$ cat src/rtl/core_ctrl_pkg.sv
// Shared types and defaults for the core pipeline control.
package core_ctrl_pkg;

  // Branch compare operation from the s0 decoder.
  typedef enum logic [2:0] {
    CmpNull = 3'd0,
    CmpEq   = 3'd1,
    CmpNe   = 3'd2,
    CmpLt   = 3'd3,
    CmpGe   = 3'd4,
    CmpLtu  = 3'd5,
    CmpGeu  = 3'd6,
    CmpTrue = 3'd7
  } cmp_op_e;

  localparam int unsigned PcWDefault       = 30;
  localparam int unsigned McWDefault       = 22;
  localparam int unsigned IdWDefault       = 25;
  localparam int unsigned DataWDefault     = 32;
  localparam int unsigned DepBubbleDefault = 4;
  localparam int unsigned BrBubbleDefault  = 4;
  localparam int unsigned MemDelayDefault  = 4;

  // Width of a down-counter that must hold max_val; never narrower than one bit.
  function automatic int unsigned cnt_w(input int unsigned max_val);
    if (max_val < 1) begin
      return 1;
    end
    return $clog2(max_val + 1);
  endfunction

endpackage

$ cat src/rtl/branch_cmp.sv
// Combinational branch condition evaluator.
module branch_cmp
  import core_ctrl_pkg::*;
#(
  parameter int unsigned DATA_W = 32
) (
  input  cmp_op_e           cmp_op,
  input  logic [DATA_W-1:0] a,
  input  logic [DATA_W-1:0] b,
  output logic              take
);

  // Evaluate the selected relation between the two operands.
  always_comb begin
    take = 1'b0;
    unique case (cmp_op)
      CmpNull: take = 1'b0;
      CmpEq:   take = (a == b);
      CmpNe:   take = (a != b);
      CmpLt:   take = ($signed(a) < $signed(b));
      CmpGe:   take = ($signed(a) >= $signed(b));
      CmpLtu:  take = (a < b);
      CmpGeu:  take = (a >= b);
      CmpTrue: take = 1'b1;
      default: take = 1'b0;
    endcase
  end

endmodule

$ cat src/rtl/pipeline_hazard_ctrl.sv
// PC ownership, branch resolution and hazard bubble insertion for the 5-stage core.
module pipeline_hazard_ctrl
  import core_ctrl_pkg::*;
#(
  parameter int unsigned PC_W        = PcWDefault,
  parameter int unsigned MC_W        = McWDefault,
  parameter int unsigned ID_W        = IdWDefault,
  parameter int unsigned DATA_W      = DataWDefault,
  parameter int unsigned DEP_BUBBLES = DepBubbleDefault,
  parameter int unsigned BR_BUBBLES  = BrBubbleDefault,
  parameter int unsigned MEM_DELAY   = MemDelayDefault,
  parameter int unsigned RESET_PC    = 0
) (
  input  logic              clk,
  input  logic              rst_n,
  input  logic              clk_enable,
  input  logic              mem_ready,
  input  logic [MC_W-1:0]   microcode_s0,
  input  logic [ID_W-1:0]   instruction_data_si,
  input  logic [2:0]        cmp_op_s0,
  input  logic              mem_in_use_s1,
  input  logic              jump_if_branch_s2,
  input  logic              data_dep,
  input  logic [DATA_W-1:0] reg_out_a,
  input  logic [DATA_W-1:0] reg_out_b,
  input  logic [PC_W-1:0]   jmp_addr,
  output logic [PC_W-1:0]   pc,
  output logic [PC_W-1:0]   pc_s0,
  output logic [PC_W-1:0]   ret_addr,
  output logic [MC_W-1:0]   microcode_s1,
  output logic [MC_W-1:0]   microcode_s2,
  output logic [MC_W-1:0]   microcode_s3,
  output logic [ID_W-1:0]   instruction_data_s0,
  output logic [ID_W-1:0]   instruction_data_s1,
  output logic [ID_W-1:0]   instruction_data_s2,
  output logic [ID_W-1:0]   instruction_data_s3,
  output logic              blk_s0
);

  localparam int unsigned DepCntW = cnt_w(DEP_BUBBLES);
  localparam int unsigned BrCntW  = cnt_w(BR_BUBBLES);
  localparam logic [PC_W-1:0]    ResetPc  = PC_W'(RESET_PC);
  localparam logic [DepCntW-1:0] DepLoad  = DepCntW'(DEP_BUBBLES);
  localparam logic [BrCntW-1:0]  BrLoad   = BrCntW'(BR_BUBBLES);

  logic                 adv;
  logic                 take;

  logic                 branch_q;
  logic                 redirect_q;
  logic                 dep_pend_q;
  logic [BrCntW-1:0]    br_cnt_q, br_cnt_d;
  logic [DepCntW-1:0]   dep_cnt_q, dep_cnt_d;
  logic [MEM_DELAY-1:0] mem_pipe_q, mem_pipe_d;

  logic [PC_W-1:0]      pc_q, pc_d;
  logic [PC_W-1:0]      pc_sf_q, pc_s0_q, pc_s1_q, pc_s2_q;

  logic [MC_W-1:0]      mc_s1_q, mc_s2_q, mc_s3_q;
  logic [ID_W-1:0]      id_s0_q, id_s1_q, id_s2_q, id_s3_q;

  branch_cmp #(
    .DATA_W (DATA_W)
  ) u_branch_cmp (
    .cmp_op (cmp_op_e'(cmp_op_s0)),
    .a      (reg_out_a),
    .b      (reg_out_b),
    .take   (take)
  );

  // Advance qualifier, hazard window next-state, bubble request and PC selection.
  always_comb begin
    adv = clk_enable & mem_ready;

    // A reload to the full count is the same as OR-ing overlapping windows.
    br_cnt_d = br_cnt_q;
    if (branch_q) begin
      br_cnt_d = BrLoad;
    end else if (br_cnt_q != '0) begin
      br_cnt_d = br_cnt_q - BrCntW'(1);
    end

    dep_cnt_d = dep_cnt_q;
    if (data_dep) begin
      dep_cnt_d = DepLoad;
    end else if (dep_cnt_q != '0) begin
      dep_cnt_d = dep_cnt_q - DepCntW'(1);
    end

    mem_pipe_d    = mem_pipe_q << 1;
    mem_pipe_d[0] = mem_in_use_s1;

    blk_s0 = data_dep | (dep_cnt_q != '0) | branch_q | (br_cnt_q != '0) |
             mem_pipe_q[MEM_DELAY-1];

    pc_d = pc_q + PC_W'(1);
    if (redirect_q && jump_if_branch_s2) begin
      pc_d = jmp_addr;
    end else if (dep_pend_q) begin
      pc_d = pc_s1_q;
    end else if (mem_in_use_s1) begin
      pc_d = pc_q;
    end
  end

  // Compare result, hazard counters and the memory delay line.
  always_ff @(posedge clk or negedge rst_n) begin
    if (!rst_n) begin
      branch_q   <= 1'b0;
      redirect_q <= 1'b0;
      dep_pend_q <= 1'b0;
      br_cnt_q   <= '0;
      dep_cnt_q  <= '0;
      mem_pipe_q <= '0;
    end else if (adv) begin
      branch_q   <= take;
      redirect_q <= branch_q;
      dep_pend_q <= data_dep;
      br_cnt_q   <= br_cnt_d;
      dep_cnt_q  <= dep_cnt_d;
      mem_pipe_q <= mem_pipe_d;
    end
  end

  // Fetch PC and its shadow copies that follow the instruction down the pipe.
  always_ff @(posedge clk or negedge rst_n) begin
    if (!rst_n) begin
      pc_q    <= ResetPc;
      pc_sf_q <= ResetPc;
      pc_s0_q <= ResetPc;
      pc_s1_q <= ResetPc;
      pc_s2_q <= ResetPc;
    end else if (adv) begin
      pc_q    <= pc_d;
      pc_sf_q <= pc_q;
      pc_s0_q <= pc_sf_q;
      pc_s1_q <= pc_s0_q;
      pc_s2_q <= pc_s1_q;
    end
  end

  // Microcode and instruction data stages; a bubble zeroes what enters s1.
  always_ff @(posedge clk or negedge rst_n) begin
    if (!rst_n) begin
      mc_s1_q <= '0;
      mc_s2_q <= '0;
      mc_s3_q <= '0;
      id_s0_q <= '0;
      id_s1_q <= '0;
      id_s2_q <= '0;
      id_s3_q <= '0;
    end else if (adv) begin
      id_s0_q <= instruction_data_si;
      mc_s1_q <= blk_s0 ? '0 : microcode_s0;
      id_s1_q <= blk_s0 ? '0 : id_s0_q;
      mc_s2_q <= mc_s1_q;
      id_s2_q <= id_s1_q;
      mc_s3_q <= mc_s2_q;
      id_s3_q <= id_s2_q;
    end
  end

  assign pc                  = pc_q;
  assign pc_s0               = pc_s0_q;
  assign ret_addr            = pc_s2_q;
  assign microcode_s1        = mc_s1_q;
  assign microcode_s2        = mc_s2_q;
  assign microcode_s3        = mc_s3_q;
  assign instruction_data_s0 = id_s0_q;
  assign instruction_data_s1 = id_s1_q;
  assign instruction_data_s2 = id_s2_q;
  assign instruction_data_s3 = id_s3_q;

endmodule

$ cat config.mk
export PLATFORM = sky130hd
export DESIGN_NAME = pipeline_hazard_ctrl
export DESIGN_NICKNAME = d
export VERILOG_FILES = /design/src/rtl/core_ctrl_pkg.sv /design/src/rtl/branch_cmp.sv /design/src/rtl/pipeline_hazard_ctrl.sv
export SDC_FILE = /design/constraint.sdc
export NUM_CORES = 1
export LEC_CHECK = 0
export ABC_CLOCK_PERIOD_IN_PS = 2200
export BUFFER_PORTS_ARGS = -buffer_cell sky130_fd_sc_hd__buf_4
export CAP_MARGIN = 15
export CORE_AREA = 2 2 207 209
export CTS_CLUSTER_SIZE = 25
export DETAILED_ROUTE_END_ITERATION = 10
export DIE_AREA = 0 0 209 211
export PLACE_DENSITY_LB_ADDON = 0.12
export SETUP_SLACK_MARGIN = 0.2
export SLEW_MARGIN = 40
export SYNTH_ARGS = -nofsm -noshare
export SYNTH_HDL_FRONTEND = slang
export SYNTH_SLANG_ARGS = --single-unit
$ cat constraint.sdc
create_clock -name clk -period 2.2 [get_ports clk]
set_input_delay 0.33 -clock clk [delete_from_list [all_inputs] [get_ports clk]]
set_output_delay 0.33 -clock clk [all_outputs]
set_load 0.005 [all_outputs]
==> key figures <==
Outcome
  • Run status: complete, no violations

Clock tree
  • Clk sink count: 329
  • Clk pin slew, worst setup/hold paths: 50 ps
  • Clock buffer depth: 3
  • CTS tree: yes
  • CTS buffer count: 39
  • Root buf cell: clkbuf_16
  • H-tree levels: 2
  • Worst-Skew Late Latency: 540 ps

Cells and area
  • Antenna Cells: 0
  • Commonest non-fill, non-tap cell in the layout: nand2_1
  • Most frequent cells in the layout: 899 x nand2_1, 460 x buf_4, 324 x dfrtp_1, 61 x nand3_1, 46 x a21oi_1
  • Final design utilization: 48.6%
  • P&R area growth vs syn: 40.5%
  • Final net count: 2361
  • Layout cells sized above 1: 25.6%
  • Finished Layout Cells: 2740

Placement
  • Port bufs: 407
  • Post-Place Cells: 2619
  • Placer congestion estimate: 0.811
  • HPWL Detailed: 31200 um
  • Post-place setup slack: -173 ps

Drt
  • DR iter-0 viols: 764
  • Post-route DRC: 0
  • TritonRoute pass-1 iters: 6
  • Antenna Nets Post-Route: 0
  • Via Count: 12700
  • Total Routed Length: 44200 um
  • Vias per inst: 4.63
  • Routed WL per cell: 16.1 um

GRT
  • First-pass GRT wire length: 69600 um
  • Grt ovf: 0
  • Vias in the first global route: 12300
  • Initial antenna violation count: 0
  • Largest net degree at the start of global routing: 86
  • Gr usage total: 19.9%

Timing
  • Worst Max-Slew Pin Slew: 561 ps
  • Fin. max-slew vios: 0
  • Setup violators final: 0
  • Slew HR: 62.6%
  • Final WS setup: 80.5 ps
  • Clock Skew: 22.9 ps
  • Fin crit share: 96.3%
  • Final Hold Vio Count: 0
  • Max Clock Freq: 0.472 GHz
  • Hold Slack: 30.1 ps
  • Minimum clock period: 2120 ps
  • RSZ-0062 raised after global routing: yes

Critical path
  • Arrival time worst endpoint: 1790 ps
  • Crit path top cell by count: inv_2
  • Family with the most delay on the worst path: buffers and inverters
  • CP endpoint kind: output port
  • Slowest-stage cell, CP: dfrtp_1
  • Critical-path maximum fanout: 3
  • Worst path bufs/invs: 4
  • Setup crit start kind: flop
  • Critical Path RT: 1870 ps
  • Crit-path max cell delay: 400 ps
  • Crit-path cells: inv_2, ha_4, nand2b_4, nor4_2, buf_4, inv_2, buf_6
  • Crit Path Class: flop to output port

Floorplanning
  • Row cnt: 75
  • Die Span Y: 211 um
  • Initial core utilization: 34.6%
  • Chip width: 209 um
  • IO Count: 408
  • Core area: 41800 um2
  • Die area: 44100 um2

Synthesis
  • Synth Warn #: 0
  • Sequential share of the synthesized area: 57.0%
  • Netlist cell types: 47
  • Fraction of registers with async set/reset: 100%
  • EDFF count, synth: 0
  • Post-Synthesis Cells: 1709
  • Top FF cell, synth: dfrtp_1
  • Mapped cell area: 14500 um2
  • Synth Register Bits: 329
  • Syn_area_per_cell: 8.46 um2
  • Post-Syn Nets: 1897

Hold path
  • HP Class: primary input to flop

Run
  • Max-cap viol count: 0

Pwr
  • Leak: 11.3 nW
  • Tot Pwr: 19.0 mW
  • Power Density: 937 nW/um2
  • VDD IR max: 0.620 mV
==> routing by layer <==
metal	vias to the layer above	global-route usage (%)	part of all wire, %
li1	6342	-	-
met2	329	31.5	47
met3	52	5.46	6.8
met4	0	5.89	2.0
met1	5960	26.8	45
met5	-	0	0
==> metrics by stage <==
stage	setup TNS [ps]	instance area [um2]
3_3_place_gp	-173	18500
5_1_grt	-33.7	20300
4_1_cts	0	20300
3_5_place_dp	-173	18500
2_1_floorplan	0	14500
6_report	0	20300
==> synthesized netlist by cell type, types with 2 or more instances <==
cell type	number	area share [%]
nand2_1	901	23
dfrtp_1	329	57
clkbuf_1	87	2.3
nand3_1	62	2.1
a21oi_1	46	1.6
inv_1	42	1.1
ha_1	37	3.2
o21ai_0	36	1.2
nor2_1	25	0.65
and3_1	16	0.69
xor2_1	16	0.97
nand4_1	15	0.65
o211ai_1	11	0.57
mux2i_1	10	0.69
o21ai_1	10	0.35
xnor2_1	9	0.55
a31oi_1	7	0.30
nand2b_1	5	0.22
buf_1	4	0.10
a21o_1	3	0.16
and4_1	3	0.18
a211oi_1	2	0.10
and2_1	2	0.087
buf_2	2	0.069
nand3b_1	2	0.10
nand4b_1	2	0.12
nor3_1	2	0.069
nor4_1	2	0.087
o221ai_1	2	0.12
or3_1	2	0.087
==> flip-flops by register name, indices dropped and copies added, names as in the netlist, 25 cells and up <==
| signal | count |
|---|---|
| ret_addr | 30 |
| pc_sf_q | 30 |
| pc | 30 |
| instruction_data_s0 | 25 |
| instruction_data_s2 | 25 |
| instruction_data_s1 | 25 |
| pc_s0 | 30 |
| instruction_data_s3 | 25 |
| pc_s1_q | 30 |
==> cell type report <==
class	count	area (um2)
fillers	3984	21500
clock buffers	62	1200
clock inverters	7	85.1
multi-input cells	1243	5790
well taps	539	674
inverters	43	174
flip-flops and latches	329	8240
repair buffers	517	4140
==> where the power goes <==
| part | total [mW] | internal [mW] | switching (mW) | leakage [nW] |
|---|---|---|---|---|
| Clock | 6.48 | 3.97 | 2.50 | 0.638 |
| Combinational | 4.35 | 2.21 | 2.14 | 6.30 |
| Sequential | 8.19 | 7.18 | 1.02 | 4.36 |
==> logic make-up (layout without fill, tap and decap cells) <==
| kind of cell | Yosys count | in the layout | synth area share [%] |
|---|---|---|---|
| compound gates | 127 | 127 | 5.13 |
| xor+xnor | 25 | 25 | 1.52 |
| fa+ha+maj | 37 | 37 | 3.20 |
| flops | 329 | 329 | 57.0 |
| buf+inv | 137 | 629 | 3.58 |
| mux | 10 | 10 | 0.693 |
| simple gates | 1044 | 1044 | 28.9 |
==> path summary, 6_finish.rpt <==
kind,startpoint,end,slack [ps],cells after the start
max,br_cnt_q[0],blk_s0,80,7
min,microcode_s0[20],microcode_s1[20],30,3
max reg2reg,pc[21],pc[29],350,7
min reg2reg,pc_sf_q[16],pc_s0[16],470,2
max in group asynchronous,rst_n,pc_s1_q[29],1180,3
min in group asynchronous,rst_n,pc_s0[6],290,2
==> worst min-delay path: stages <==
cell	delay [ps]
buf_4	70
nand3_1	50
nand2_1	60
==> timing repair <==
| item | CTS | global route |
|---|---|---|
| buffers inserted | 7 | 3 |
| hold buffers | 42 | 0 |
| gates cloned | 0 | 0 |
| hold endpoints to repair | 77 | 0 |
| endpoints found under the setup margin | 2 | 37 |
| resized for setup | 12 | 9 |
| pin swaps | 3 | 1 |
No activity file was read; power rests on OpenSTA's default activity.
